<file path="src/rtl/sram_arbiter_if.sv">
// Bundle between the CPU/loader requesters, the arbiter and the SRAM pins.
// The slave modport is the arbiter's view; master is the requester/board view.
interface sram_arbiter_if #(
   parameter int ADDR_W = 20,
   parameter int DATA_W = 16
);
   logic              cpu_req;
   logic              cpu_we;
   logic [ADDR_W-1:0] cpu_addr;
   logic [DATA_W-1:0] cpu_wdata;
   logic [DATA_W-1:0] cpu_rdata;
   logic              cpu_done;

   logic              ldr_req;
   logic              ldr_we;
   logic [ADDR_W-1:0] ldr_addr;
   logic [DATA_W-1:0] ldr_wdata;
   logic [DATA_W-1:0] ldr_rdata;
   logic              ldr_done;

   logic              arb_owner;
   logic              arb_busy;

   logic [ADDR_W-1:0] sram_addr;
   logic [DATA_W-1:0] sram_dq_out;
   logic              sram_dq_oe;
   logic [DATA_W-1:0] sram_dq_in;
   logic              Mem_CE;
   logic              Mem_UB;
   logic              Mem_LB;
   logic              Mem_OE;
   logic              Mem_WE;

   modport slave (
      input  cpu_req, cpu_we, cpu_addr, cpu_wdata,
      output cpu_rdata, cpu_done,
      input  ldr_req, ldr_we, ldr_addr, ldr_wdata,
      output ldr_rdata, ldr_done,
      output arb_owner, arb_busy,
      output sram_addr, sram_dq_out, sram_dq_oe,
      input  sram_dq_in,
      output Mem_CE, Mem_UB, Mem_LB, Mem_OE, Mem_WE
   );

   modport master (
      output cpu_req, cpu_we, cpu_addr, cpu_wdata,
      input  cpu_rdata, cpu_done,
      output ldr_req, ldr_we, ldr_addr, ldr_wdata,
      input  ldr_rdata, ldr_done,
      input  arb_owner, arb_busy,
      input  sram_addr, sram_dq_out, sram_dq_oe,
      output sram_dq_in,
      input  Mem_CE, Mem_UB, Mem_LB, Mem_OE, Mem_WE
   );
endinterface

</file>
<file path="src/rtl/sram_arbiter.sv">
// Two-port arbiter for one asynchronous 16-bit SRAM (CPU vs loader).
// Sequences OE/WE timing and returns a one-cycle done to the owner.
module sram_arbiter #(
   parameter int ADDR_W   = 20,
   parameter int DATA_W   = 16,
   parameter int RD_WAIT  = 2,
   parameter int WR_PULSE = 2
) (
   input  logic          Clk,
   input  logic          Reset,
   sram_arbiter_if.slave bus
);
   typedef enum logic [2:0] {
      IDLE,
      RD,
      WR_SU,
      WR,
      WR_HD,
      DONE
   } state_e;

   localparam logic [3:0] RD_LAST = 4'(RD_WAIT - 1);
   localparam logic [3:0] WR_LAST = 4'(WR_PULSE - 1);

   state_e            state_q, state_d;
   logic [3:0]        cnt_q, cnt_d;
   logic              owner_q, owner_d;
   logic              last_q, last_d;
   logic [ADDR_W-1:0] addr_q, addr_d;
   logic [DATA_W-1:0] wdata_q, wdata_d;
   logic [DATA_W-1:0] crd_q, crd_d;
   logic [DATA_W-1:0] lrd_q, lrd_d;

   logic ce_q, ce_d;
   logic oe_q, oe_d;
   logic we_q, we_d;
   logic dqoe_q, dqoe_d;
   logic cdone_q, cdone_d;
   logic ldone_q, ldone_d;

   logic any_req;
   logic gnt_ldr;
   logic gnt_we;

   // On a tie the port that did not own the previous access wins.
   assign any_req = bus.cpu_req | bus.ldr_req;
   assign gnt_ldr = bus.ldr_req & (~bus.cpu_req | ~last_q);
   assign gnt_we  = gnt_ldr ? bus.ldr_we : bus.cpu_we;

   always_comb begin
      state_d = state_q;
      cnt_d   = cnt_q;
      owner_d = owner_q;
      last_d  = last_q;
      addr_d  = addr_q;
      wdata_d = wdata_q;
      crd_d   = crd_q;
      lrd_d   = lrd_q;
      unique case (state_q)
         IDLE: begin
            if (any_req) begin
               owner_d = gnt_ldr;
               last_d  = gnt_ldr;
               cnt_d   = 4'd0;
               addr_d  = gnt_ldr ? bus.ldr_addr : bus.cpu_addr;
               wdata_d = gnt_ldr ? bus.ldr_wdata : bus.cpu_wdata;
               state_d = gnt_we ? WR_SU : RD;
            end
         end
         RD: begin
            cnt_d = cnt_q + 4'd1;
            if (cnt_q == RD_LAST) begin
               if (owner_q) lrd_d = bus.sram_dq_in;
               else         crd_d = bus.sram_dq_in;
               state_d = DONE;
            end
         end
         WR_SU: begin
            cnt_d   = 4'd0;
            state_d = WR;
         end
         WR: begin
            cnt_d = cnt_q + 4'd1;
            if (cnt_q == WR_LAST) state_d = WR_HD;
         end
         WR_HD: state_d = DONE;
         DONE:  state_d = IDLE;
         default: state_d = IDLE;
      endcase
   end

   // Pin controls come straight from flops so the SRAM never sees glitches.
   always_comb begin
      ce_d    = 1'b1;
      oe_d    = 1'b1;
      we_d    = 1'b1;
      dqoe_d  = 1'b0;
      cdone_d = 1'b0;
      ldone_d = 1'b0;
      unique case (state_d)
         IDLE: ;
         RD: begin
            ce_d = 1'b0;
            oe_d = 1'b0;
         end
         WR_SU, WR_HD: begin
            ce_d   = 1'b0;
            dqoe_d = 1'b1;
         end
         WR: begin
            ce_d   = 1'b0;
            dqoe_d = 1'b1;
            we_d   = 1'b0;
         end
         DONE: begin
            ce_d    = 1'b0;
            cdone_d = ~owner_d;
            ldone_d = owner_d;
         end
         default: ;
      endcase
   end

   always_ff @(posedge Clk) begin
      if (Reset) begin
         state_q <= IDLE;
         cnt_q   <= 4'd0;
         owner_q <= 1'b0;
         last_q  <= 1'b1;
         addr_q  <= '0;
         wdata_q <= '0;
         crd_q   <= '0;
         lrd_q   <= '0;
         ce_q    <= 1'b1;
         oe_q    <= 1'b1;
         we_q    <= 1'b1;
         dqoe_q  <= 1'b0;
         cdone_q <= 1'b0;
         ldone_q <= 1'b0;
      end else begin
         state_q <= state_d;
         cnt_q   <= cnt_d;
         owner_q <= owner_d;
         last_q  <= last_d;
         addr_q  <= addr_d;
         wdata_q <= wdata_d;
         crd_q   <= crd_d;
         lrd_q   <= lrd_d;
         ce_q    <= ce_d;
         oe_q    <= oe_d;
         we_q    <= we_d;
         dqoe_q  <= dqoe_d;
         cdone_q <= cdone_d;
         ldone_q <= ldone_d;
      end
   end

   assign bus.cpu_rdata   = crd_q;
   assign bus.ldr_rdata   = lrd_q;
   assign bus.cpu_done    = cdone_q;
   assign bus.ldr_done    = ldone_q;
   assign bus.arb_owner   = owner_q;
   assign bus.arb_busy    = (state_q != IDLE);
   assign bus.sram_addr   = addr_q;
   assign bus.sram_dq_out = wdata_q;
   assign bus.sram_dq_oe  = dqoe_q;
   assign bus.Mem_CE      = ce_q;
   assign bus.Mem_UB      = ce_q;
   assign bus.Mem_LB      = ce_q;
   assign bus.Mem_OE      = oe_q;
   assign bus.Mem_WE      = we_q;
endmodule

</file>
<file path="src/flat_wrapper.sv">
// flat-port wrapper written by rule: the top's interface ports become plain ports
module sram_arbiter_flat 
#(
   parameter int ADDR_W   = 20,
   parameter int DATA_W   = 16,
   parameter int RD_WAIT  = 2,
   parameter int WR_PULSE = 2
)
  (Clk, Reset, bus_cpu_req, bus_cpu_we, bus_cpu_addr, bus_cpu_wdata, bus_cpu_rdata, bus_cpu_done, bus_ldr_req, bus_ldr_we, bus_ldr_addr, bus_ldr_wdata, bus_ldr_rdata, bus_ldr_done, bus_arb_owner, bus_arb_busy, bus_sram_addr, bus_sram_dq_out, bus_sram_dq_oe, bus_sram_dq_in, bus_Mem_CE, bus_Mem_UB, bus_Mem_LB, bus_Mem_OE, bus_Mem_WE);
  sram_arbiter_if #(.ADDR_W(ADDR_W), .DATA_W(DATA_W)) bus_i ();
  input  logic Clk;
  input  logic Reset;
  input wire logic [$bits(bus_i.cpu_req)-1:0] bus_cpu_req;
  input wire logic [$bits(bus_i.cpu_we)-1:0] bus_cpu_we;
  input wire logic [$bits(bus_i.cpu_addr)-1:0] bus_cpu_addr;
  input wire logic [$bits(bus_i.cpu_wdata)-1:0] bus_cpu_wdata;
  output wire logic [$bits(bus_i.cpu_rdata)-1:0] bus_cpu_rdata;
  output wire logic [$bits(bus_i.cpu_done)-1:0] bus_cpu_done;
  input wire logic [$bits(bus_i.ldr_req)-1:0] bus_ldr_req;
  input wire logic [$bits(bus_i.ldr_we)-1:0] bus_ldr_we;
  input wire logic [$bits(bus_i.ldr_addr)-1:0] bus_ldr_addr;
  input wire logic [$bits(bus_i.ldr_wdata)-1:0] bus_ldr_wdata;
  output wire logic [$bits(bus_i.ldr_rdata)-1:0] bus_ldr_rdata;
  output wire logic [$bits(bus_i.ldr_done)-1:0] bus_ldr_done;
  output wire logic [$bits(bus_i.arb_owner)-1:0] bus_arb_owner;
  output wire logic [$bits(bus_i.arb_busy)-1:0] bus_arb_busy;
  output wire logic [$bits(bus_i.sram_addr)-1:0] bus_sram_addr;
  output wire logic [$bits(bus_i.sram_dq_out)-1:0] bus_sram_dq_out;
  output wire logic [$bits(bus_i.sram_dq_oe)-1:0] bus_sram_dq_oe;
  input wire logic [$bits(bus_i.sram_dq_in)-1:0] bus_sram_dq_in;
  output wire logic [$bits(bus_i.Mem_CE)-1:0] bus_Mem_CE;
  output wire logic [$bits(bus_i.Mem_UB)-1:0] bus_Mem_UB;
  output wire logic [$bits(bus_i.Mem_LB)-1:0] bus_Mem_LB;
  output wire logic [$bits(bus_i.Mem_OE)-1:0] bus_Mem_OE;
  output wire logic [$bits(bus_i.Mem_WE)-1:0] bus_Mem_WE;
  assign bus_i.cpu_req = bus_cpu_req;
  assign bus_i.cpu_we = bus_cpu_we;
  assign bus_i.cpu_addr = bus_cpu_addr;
  assign bus_i.cpu_wdata = bus_cpu_wdata;
  assign bus_cpu_rdata = bus_i.cpu_rdata;
  assign bus_cpu_done = bus_i.cpu_done;
  assign bus_i.ldr_req = bus_ldr_req;
  assign bus_i.ldr_we = bus_ldr_we;
  assign bus_i.ldr_addr = bus_ldr_addr;
  assign bus_i.ldr_wdata = bus_ldr_wdata;
  assign bus_ldr_rdata = bus_i.ldr_rdata;
  assign bus_ldr_done = bus_i.ldr_done;
  assign bus_arb_owner = bus_i.arb_owner;
  assign bus_arb_busy = bus_i.arb_busy;
  assign bus_sram_addr = bus_i.sram_addr;
  assign bus_sram_dq_out = bus_i.sram_dq_out;
  assign bus_sram_dq_oe = bus_i.sram_dq_oe;
  assign bus_i.sram_dq_in = bus_sram_dq_in;
  assign bus_Mem_CE = bus_i.Mem_CE;
  assign bus_Mem_UB = bus_i.Mem_UB;
  assign bus_Mem_LB = bus_i.Mem_LB;
  assign bus_Mem_OE = bus_i.Mem_OE;
  assign bus_Mem_WE = bus_i.Mem_WE;
  sram_arbiter #(.ADDR_W(ADDR_W), .DATA_W(DATA_W), .RD_WAIT(RD_WAIT), .WR_PULSE(WR_PULSE)) u_core (.Clk(Clk), .Reset(Reset), .bus(bus_i));
endmodule
</file>
<file path="config.mk">
export PLATFORM = sky130hd
export DESIGN_NAME = sram_arbiter_flat
export DESIGN_NICKNAME = d
export VERILOG_FILES = /design/src/rtl/sram_arbiter_if.sv /design/src/rtl/sram_arbiter.sv /design/src/flat_wrapper.sv
export SDC_FILE = /design/constraint.sdc
export NUM_CORES = 1
export LEC_CHECK = 0
export ABC_CLOCK_PERIOD_IN_PS = 5200
export CAP_MARGIN = 20
export CORE_UTILIZATION = 44
export CTS_BUF_LIST = sky130_fd_sc_hd__clkbuf_8 sky130_fd_sc_hd__clkbuf_16
export CTS_CLUSTER_SIZE = 25
export DETAILED_ROUTE_END_ITERATION = 16
export HOLD_SLACK_MARGIN = 0.03
export PLACE_DENSITY = 0.86
export SETUP_SLACK_MARGIN = 0.2
export SYNTH_ARGS = -nofsm -noshare
export SYNTH_HDL_FRONTEND = slang
export SYNTH_SLANG_ARGS = --single-unit
</file>
<file path="constraint.sdc">
create_clock -name Clk -period 5.2 [get_ports Clk]
set_input_delay 1.04 -clock Clk [delete_from_list [all_inputs] [get_ports Clk]]
set_output_delay 1.04 -clock Clk [all_outputs]
set_load 0.05 [all_outputs]
</file>
# Yosys cells after proc, flatten, opt, wreduce, memory -nomap -nowiden
# Index checks and enable logic that the tools add are counted.
# op_classes
n_addsub	1
n_reduce_logical	11
n_eq_ne	11
mux	16
bitwise_logic	8
# op_table
operator	count
$mux W20	1
$mux W16	1
$pmux W3 S5	1
$eq A3 B2 Y1 const B	4
$pmux W4 S3	1
$eq A3 B3 Y1 const B	3
$mux W3	3
$mux W1	7
$eq A3 B1 Y1 const B	2
$reduce_and A3 Y1	2
$reduce_bool A3 Y1	2
$not A1 Y1	5
$reduce_or A5 Y1	1
$add A4 B1 Y4 const B	1
$eq A4 B1 Y1 const B	1
$mux W4	1
$reduce_and A2 Y1	2
$reduce_or A2 Y1	2
$logic_not A3 Y1	1
$reduce_or A3 Y1	1
$mux W2	1
$ne A2 B1 Y1 const B	1
$or A1 B1 Y1	2
$and A1 B1 Y1	1
# totals
wordCells	61
register_bits	83
output_inout_bits	78

# Logic depth before layout (Yosys ltp)
# Gate-level depths: netlist (run 1).
# depth
ltp_word	10
mapped_depth	8
mapped_depth_nobuf	6

# Least setup slack after synthesis (run 1)
# OpenSTA, ideal clock, no wires.
# synth_timing
kind	input to register
from	input port Reset
to	register u_core.lrd_q[14], in the netlist u_core.bus.ldr_rdata[14]
stages	4
t_arrival_ns	2.037
t_required_ns	5.054
setup_slack_ns	3.018
cell_sequence	clkbuf_1 clkbuf_1 clkbuf_1 a21oi_1
# synth_lines
element	line_no	source
start: declaration	flat_wrapper.sv:12	input logic Reset;
end signal: assignment	sram_arbiter.sv:148	lrd_q <= lrd_d;
end: declaration	sram_arbiter.sv:32	logic [DATA_W-1:0] lrd_q, lrd_d;
# No word-level cell between the ends.

# Worst setup path in the final report (run 1)
# layout_timing
from	register u_core.state_q[1]
to	output port bus_arb_busy
# layout_between
elab_chain_cells	1
# layout_lines
element	line_no	source
start: declaration	sram_arbiter.sv:25	state_e state_q, state_d;
start signal: assignment	sram_arbiter.sv:141	state_q <= state_d;
$reduce_bool A3 Y1	sram_arbiter.sv:163	assign bus.arb_busy = (state_q != IDLE);
end: declaration	flat_wrapper.sv:26	output wire logic [$bits(bus_i.arb_busy)-1:0] bus_arb_busy;
# No other way between the ends.

==> flow_summary.ini, run 1 <==
[route]
postRouteAntennaNets = 0
route.detailed.drc = 0
avgViaCountPerCell = 5.07
wire_per_inst_um = 14.3
routed_wl_um = 9210
num_vias = 3270
first_iter_violations = 94
dr.pass1.iters = 4

[place]
port_buffers = 171
hpwl_um = 6960
place_area_mm2 = 0.00528
gp_congestion = 0.826

[final_layout]
postLayoutCellArea_mm2 = 0.00547
multi_input_area_mm2 = 0.00175
n_antenna_cell = 0
num-fill-cells = 648
seq_area_mm2 = 0.00166
drive_above_1_share_pct = 12.5
final_net_count = 634
fin_util_pct = 69.7
area_growth_pct = 51.5

[global_routing]
antenna_found_initial = 0
first_global_vias = 3188
busiest_layer = met2
grt_use_total_pct = 21.9
gr-total-overflow = 0
grt_max_degree = 54
grt_pass1_wl_um = 14800
use_met2_pct = 37.8
grt_use_met1_pct = 25.7
global_route.usage.met3_pct = 6.24

[synthesis]
yosys.cell_types.count = 41
yosysMostFrequentCell = dfxtp_1
ys_warn_count = 0
async_reset_ff_share_pct = 0
syn_area_mm2 = 0.00361
yosysTopAreaCell = dfxtp_1
synth.ff_latch_count = 83
synth_ff_type = dfxtp_1
avgSynthCellArea_um2 = 9.37
synth_edf_count = 0
synth_cells = 385
synth_common_cells = 83 x dfxtp_1, 53 x nor2_1, 46 x nand2_1, 37 x a211oi_1, 37 x mux2i_1
yosysSeqAreaShare_pct = 46.0
synth_fp_nets = 481
ys_top_cells_by_area = dfxtp_1 46%, mux2i_1 10%, a211oi_1 7.7%
yosys.area.top_type_share_pct = 46.0

[floorplan]
initial_core_util_pct = 46.0
rows = 32
die_area_mm2 = 0.00857
dieHeight_um = 92.6
core_area_mm2 = 0.00785
num_io_pins = 172
fp.dieW_um = 92.6

[clocking]
cts_resized = 0
htree_levels = 3
tritoncts = done
numCtsBuffers = 9
clockBufferDepth = 2
path_clk_slew_ns = 0.08
insertion_delay_ns = 0.34
cts.sink_count = 83
hold_buffers = 0
root_buffer = clkbuf_8
post_cts_buffers = 0

[timing]
slew_viol_final = 0
finalSetupViolations = 0
fin_crit_ns = 3.19
max_freq_ghz = 0.313
maxSlewHeadroom_pct = 37.4
worstMarginPinSlew_ns = 0.940
finalHoldViolations = 0
finClkSkew_ns = 0.00929
fin_tns_setup_ns = 0
post-route-period-util_pct = 61.4
rsz0062_at_grt = no

[hold_path]
hold_class = reg -> reg
min-delay-start = u_core.bus.cpu_rdata[4]
min_delay_path_depth = 2
worstHoldEndpoint = u_core.bus.cpu_rdata[4]

[setup_path]
end_kind = primary output
arrival_ns = 2.15
start_kind = flip-flop
crit_fanout = 13
reg2reg_depth = 6
worstSetupPathType = reg -> out
crit_required_ns = 4.16
r2r_end = u_core.bus.sram_addr[11]
r2r_start = u_core.state_q[1]
rrSetupSlack_ns = 2.82

[pwr]
ir_drop_v = 0.000178
p_leak_nw = 1.96
powerDensity_mw_per_mm2 = 345

[job]
drv_cap = 0

[run_status]
status = complete, no violations
-- kinds of logic (layout without fill, tap and decap cells) --
family | count (synthesis) | count (layout) | synth area share, %
and+or+nand+nor | 139 | 139 | 18.9
AOI/OAI and AO/OA | 88 | 88 | 18.0
DFF | 83 | 83 | 46.0
muxes | 37 | 37 | 10.3
buffers and inverters | 36 | 194 | 6.07
adders and majority gates | 2 | 2 | 0.693
-- where the power goes --
part	leakage (nW)	internal (mW)	switching, mW
combinational	1.17	0.263	0.430
sequential	0.680	0.705	0.0519
clock	0.111	0.228	0.207
-- cell type report --
cell class | instances | area share [%]
clock buffer | 10 | 2.52
clock inverter | 6 | 0.915
inverter | 4 | 0.275
multi-input combinational | 266 | 31.9
sequential | 83 | 30.4
tap | 102 | 2.33
timing repair buffer | 174 | 31.6
-- state kept, by name, indices dropped and copies added (netlist names), 3 cells and up --
register and flops:
u_core.bus.ldr_rdata 16, u_core.cnt_q 4, u_core.bus.sram_addr 20, u_core.state_q 3, u_core.bus.sram_dq_out 16, u_core.bus.cpu_rdata 16
-- routing by layer --
layer  vias to the layer above  wire (um)
li1                       1638          -
met1                      1482       3840
met2                       134       4470
met3                        16        702
met4                         0        197
met5                         -          0
-- worst max-delay path by stage --
| stage | from | endpoint | depth (start not counted) |
|---|---|---|---|
| final | u_core.state_q[1] | bus_arb_busy | 3 |
| after global routing | u_core.state_q[1] | bus_arb_busy | 3 |
| after CTS | u_core.state_q[1] | bus_arb_busy | 3 |
| after detailed placement | bus_cpu_req | u_core.bus.sram_addr[6] | 6 |
| after global placement | bus_cpu_req | u_core.bus.sram_addr[10] | 6 |
| after floorplan | Reset | u_core.bus.ldr_rdata[14] | 4 |
-- placed cells by master, fill, tap and decap left out, types with 2 or more instances in the layout --
cell type,synthesis,layout
clkbuf_8,0,10
buf_4,6,3
nand2_1,46,46
nor2b_1,3,3
nand2_2,19,19
a21oi_2,20,20
mux2i_1,37,37
nor2_1,53,52
nand3_1,3,3
a211oi_1,37,37
dfxtp_1,83,83
or4_4,2,2
a211o_1,2,2
o21ai_0,2,2
inv_1,4,8
a22oi_1,2,2
nor4_4,2,2
a21oi_1,17,17
clkdlybuf4s50_1,0,170
ha_1,2,2
-- critical path, stage by stage (launching register included) --
cell and delay (ns):
dfxtp_1 0.67, nor3_2 0.13, inv_1 0.17, clkdlybuf4s50_1 0.84
-- metrics by stage --
stage / setup WS, ns / std cells / power (mW) / hold WS (ns)
3_3_place_gp: 2.16 / 629 / 1.45 / 0.437
2_1_floorplan: 3.02 / 385 / 1.22 / 0.444
4_1_cts: 1.98 / 645 / 1.90 / 0.458
3_5_place_dp: 2.02 / 629 / 1.46 / 0.446
6_report: 2.01 / 645 / 1.88 / 0.457
5_1_grt: 1.90 / 645 / 1.97 / 0.473
Note: power is estimated with default switching activity, not from simulation.
==> run 2: changes to the inputs <==
--- a/config.mk
+++ b/config.mk
@@ -5,14 +5,14 @@
 export SDC_FILE = /design/constraint.sdc
 export NUM_CORES = 1
 export LEC_CHECK = 0
-export ABC_CLOCK_PERIOD_IN_PS = 5200
+export ABC_CLOCK_PERIOD_IN_PS = 2800
 export CAP_MARGIN = 20
-export CORE_UTILIZATION = 44
+export CORE_UTILIZATION = 37
 export CTS_BUF_LIST = sky130_fd_sc_hd__clkbuf_8 sky130_fd_sc_hd__clkbuf_16
 export CTS_CLUSTER_SIZE = 25
 export DETAILED_ROUTE_END_ITERATION = 16
 export HOLD_SLACK_MARGIN = 0.03
-export PLACE_DENSITY = 0.86
+export PLACE_DENSITY = 0.77
 export SETUP_SLACK_MARGIN = 0.2
 export SYNTH_ARGS = -nofsm -noshare
 export SYNTH_HDL_FRONTEND = slang
==> constraint.sdc (replaced) <==
create_clock -name Clk -period 2.8 [get_ports Clk]
set_input_delay 0.56 -clock Clk [delete_from_list [all_inputs] [get_ports Clk]]
set_output_delay 0.56 -clock Clk [all_outputs]
set_load 0.05 [all_outputs]
==> run 2 against run 1 <==
  * Flip-flop and latch count is the same
  * Wire length shrank 0.52%
  * Clock power grew 85%
  * Sequential share of layout area shrank 0.40 points
  * Largest cell class is now buffers
==> flow_summary.ini, run 2 (synthesized netlist as in run 1, its figures left out) <==
[hold_path]
hold_class = reg -> reg
min-delay-start = u_core.bus.ldr_rdata[3]
min_delay_path_depth = 2

[global_routing]
antenna_found_initial = 0
first_global_vias = 3193
grt_use_total_pct = 18.8
gr-total-overflow = 0
global_route.usage.met3_pct = 6.24
use_met2_pct = 31.5
grt_pass1_wl_um = 14800
grt_max_degree = 73
busiest_layer = met2
grt_use_met1_pct = 22.1

[timing]
holdWs_ns = 0.451
worstMarginPinSlew_ns = 0.568
fin_tns_setup_ns = 0
finalHoldViolations = 0
post-route-period-util_pct = 86.3
slew_viol_final = 0
rsz0062_at_grt = no
fin_crit_ns = 2.42
finClkSkew_ns = 0.00676
maxSlewHeadroom_pct = 62.0
finalSetupViolations = 0
max_freq_ghz = 0.414

[pwr]
pwr-share-seq_pct = 40.0
pwr-share-comb_pct = 37.1
p_clk_share_pct = 23.0
ir_drop_v = 0.000317
swShare_pct = 36.4
p_leak_nw = 1.97
powerDensity_mw_per_mm2 = 632
p_int_mw = 2.23
power.switching_mw = 1.27

[floorplan]
dieHeight_um = 101
core_area_mm2 = 0.00933
fp.dieW_um = 101
die_area_mm2 = 0.0102
num_io_pins = 172
initial_core_util_pct = 38.7
rows = 35

[place]
place_area_mm2 = 0.00536
gp_congestion = 0.783
dp.cells = 659
hpwl_um = 6920
port_buffers = 171

[route]
route.detailed.drc = 0
routed_wl_um = 9160
first_iter_violations = 80
dr.pass1.iters = 4
avgViaCountPerCell = 4.81
wire_per_inst_um = 13.6
num_vias = 3235
postRouteAntennaNets = 0

[setup_path]
end_kind = primary output
crit_chain = nor3_2 -> inv_1 -> dlygate4sd2_1
worst_path_max_delay_cell = dfxtp_1
max_stage_delay_ns = 0.65
crit_cells = 3
start_kind = flip-flop
r2r_start = u_core.cnt_q[0]
crit_fanout = 13
path_delay_family = buffers and inverters
cp_num_buf_inv = 2
startpoint = u_core.state_q[1]
worstSetupPathType = reg -> out
reg2reg_depth = 5
crit_required_ns = 2.24
arrival_ns = 1.86

[clocking]
hold_buffers = 0
path_clk_slew_ns = 0.08
tritoncts = done
insertion_delay_ns = 0.34
root_buffer = clkbuf_8
clockBufferDepth = 2
cts.sink_count = 83
htree_levels = 3
numCtsBuffers = 9

[run_status]
status = complete, no violations

[final_layout]
seq_area_mm2 = 0.00166
largest_reg_flops = 20
multi_input_area_mm2 = 0.00175
final_cells = 673
num-fill-cells = 820
postLayoutCellArea_mm2 = 0.00554
final_net_count = 637
drive_above_1_share_pct = 13.2
layout_common_cells = 169 x clkdlybuf4s50_1, 83 x dfxtp_1, 52 x nor2_1
fin_util_pct = 59.4
n_antenna_cell = 0
mostFrequentLayoutCell = clkdlybuf4s50_1
area_growth_pct = 53.6

[job]
drv_cap = 0
==> run 2: cell count changes in the layout (fill, tap and decap cells not counted) <==
cell | previous run | this run
buf_12 | 0 | 2
buf_4 | 3 | 4
clkdlybuf4s50_1 | 170 | 169
clkinv_2 | 1 | 2
dlygate4sd2_1 | 0 | 1
inv_1 | 8 | 5
==> run 2: area by class of cell <==
| type | count | share of cell area, % |
|---|---|---|
| timing repair buffer | 177 | 32.0 |
| multi-input combinational | 266 | 31.5 |
| sequential | 83 | 30.0 |
| tap | 129 | 2.91 |
| clock buffer | 10 | 2.48 |
| clock inverter | 4 | 0.790 |
| inverter | 4 | 0.271 |
==> run 2: metal layers <==
layer | share of wire, % | wire length [um]
met1 | 41 | 3800
met2 | 48 | 4380
met3 | 9.3 | 854
met4 | 1.4 | 124
met5 | 0 | 0
==> run 2: timing repair <==
action	4_1_cts	5_1_grt
endpoints found under the setup margin	1	0
gates resized for setup	1	0
buffers inserted	0	0
==> run 2: worst reg2reg max path, cell delays in order, from the launching register on <==
cell,delay (ns)
dfxtp_1,0.40
ha_1,0.20
or3b_4,0.44
or4_4,0.59
nand2_2,0.15
a21oi_2,0.06
==> run 2: final timing paths <==
| kind | slack, ns | end |
|---|---|---|
| max | 0.38 | bus_arb_busy |
| min | 0.45 | u_core.bus.ldr_rdata[3] |
| max reg2reg | 0.84 | u_core.bus.cpu_rdata[6] |
| min reg2reg | 0.45 | u_core.bus.ldr_rdata[3] |
==> run 2: stage by stage <==
step	setup WS, ns	power [mW]
3_5_place_dp	0.477	2.73
3_3_place_gp	0.503	2.71
5_1_grt	0.267	3.69
6_report	0.384	3.50
2_1_floorplan	0.862	2.27
4_1_cts	0.350	3.54
==> run 2: power groups by stage <==
stage                     clock network (mW)  registers [mW]  logic [mW]
after global routing                   0.894            1.42        1.38
after global placement                     0            1.42        1.30
after detailed placement                   0            1.42        1.31
after floorplan                            0            1.81       0.465
final                                  0.805            1.40        1.30
after CTS                              0.835            1.40        1.31
==> run 3: changes to the inputs <==
--- a/config.mk
+++ b/config.mk
@@ -13,6 +13,7 @@
 export DETAILED_ROUTE_END_ITERATION = 16
 export HOLD_SLACK_MARGIN = 0.03
 export PLACE_DENSITY = 0.77
+export RECOVER_POWER = 25
 export SETUP_SLACK_MARGIN = 0.2
 export SYNTH_ARGS = -nofsm -noshare
 export SYNTH_HDL_FRONTEND = slang
==> run 3 against run 2 <==
  * Sequential share of layout area is 0.088 points higher
  * Worst hold slack hardly changed
  * Utilization is 0.17 points lower
  * Highest routed layer unchanged
==> flow_summary.ini, run 3 (synthesized netlist as in run 1, its figures left out) <==
[run_status]
status = complete, no violations

[route]
route.detailed.drc = 0
dr.pass1.iters = 4
avgViaCountPerCell = 4.79
routed_wl_um = 9180
first_iter_violations = 81
num_vias = 3223
postRouteAntennaNets = 0
wire_per_inst_um = 13.6

[final_layout]
mostFrequentLayoutCell = clkdlybuf4s50_1
area_growth_pct = 53.1
drive_above_1_share_pct = 12.9
final_net_count = 637
n_antenna_cell = 0
postLayoutCellArea_mm2 = 0.00553
largest_reg_flops = 20
layout_common_cells = 168 x clkdlybuf4s50_1, 83 x dfxtp_1, 52 x nor2_1

[pwr]
p_leak_nw = 1.96
ir_drop_v = 0.000324
powerDensity_mw_per_mm2 = 633

[global_routing]
grt_max_degree = 73
gr-total-overflow = 0
antenna_found_initial = 0
grt_pass1_wl_um = 14800
grt_use_total_pct = 18.8
first_global_vias = 3193

[clocking]
insertion_delay_ns = 0.34
htree_levels = 3
numCtsBuffers = 9
root_buffer = clkbuf_8
cts.sink_count = 83
clockBufferDepth = 2
post_cts_buffers = 0
path_clk_slew_ns = 0.08
tritoncts = done

[place]
hpwl_um = 6920
port_buffers = 171
gp_congestion = 0.783
place_area_mm2 = 0.00536

[setup_path]
end_kind = primary output
crit_required_ns = 2.24
worst_path_max_delay_cell = dfxtp_1
worstSetupPathType = reg -> out
path_delay_family = buffers and inverters
max_stage_delay_ns = 0.65
start_kind = flip-flop
cp_num_buf_inv = 2
crit_chain = nor3_1 -> inv_1 -> dlygate4sd2_1
arrival_ns = 1.90
crit_fanout = 13

[timing]
max_freq_ghz = 0.406
rsz0062_at_grt = no
finalHoldViolations = 0
finClkSkew_ns = 0.00676
slew_viol_final = 0
worstMarginPinSlew_ns = 0.568
fin_crit_ns = 2.46
finalSetupViolations = 0
post-route-period-util_pct = 87.9
fin_tns_setup_ns = 0
maxSlewHeadroom_pct = 62.0

[floorplan]
num_io_pins = 172
die_area_mm2 = 0.0102
dieHeight_um = 101
initial_core_util_pct = 38.7
core_area_mm2 = 0.00933
fp.dieW_um = 101
rows = 35

[job]
drv_cap = 0

[hold_path]
hold_class = reg -> reg
-- run 3: through the flow --
step	hold slack, ns	util (%)	power, mW	setup WS, ns	std cells
after CTS	0.453	59.4	3.54	0.350	673
after floorplan	0.444	-	2.27	0.862	385
after global routing	0.468	59.2	3.68	0.221	673
after detailed placement	0.444	57.5	2.73	0.477	659
final	0.451	59.2	3.50	0.339	673
after global placement	0.438	57.5	2.71	0.503	659
-- run 3: power breakdown --
group          internal, mW  total [mW]  leakage [nW]  switching [mW]
combinational         0.496        1.29          1.19           0.798
sequential             1.31        1.40         0.680          0.0883
clock                 0.421       0.805        0.0992           0.384
-- run 3: final cells by class --
cell class	instances	area, um2
fill	822	3800
sequential	83	1660
clock inverter	4	43.8
multi-input combinational	266	1730
clock buffer	10	138
tap	129	161
inverter	4	15.0
timing repair buffer	177	1780
-- run 3: worst paths after layout --
check / start / to / slack, ns / depth (start not counted)
setup / recovery: u_core.state_q[1] / bus_arb_busy / 0.34 / 3
hold / removal: u_core.bus.ldr_rdata[3] / u_core.bus.ldr_rdata[3] / 0.45 / 2
setup reg to reg: u_core.cnt_q[0] / u_core.bus.cpu_rdata[6] / 0.84 / 5
hold reg to reg: u_core.bus.ldr_rdata[3] / u_core.bus.ldr_rdata[3] / 0.45 / 2
-- run 3: per-layer routing --
| layer | part of all wire (%) | wire [um] | track usage (%) |
|---|---|---|---|
| met1 | 42 | 3840 | 22.1 |
| met2 | 48 | 4370 | 31.5 |
| met3 | 9.2 | 844 | 6.24 |
| met4 | 1.4 | 126 | 7.25 |
| met5 | 0 | 0 | 0 |
-- run 3: repair_timing --
| action | CTS | global route |
|---|---|---|
| resized for setup | 1 | 0 |
| setup endpoints to repair | 1 | 0 |
| hold buffers | 0 | 0 |
-- run 3: tightest hold or removal path, delay by kind of cell (launching register included) --
kind	cells	cell delay (ns)
flops	1	0.31
compound gates	1	0.05
simple gates	1	0.05
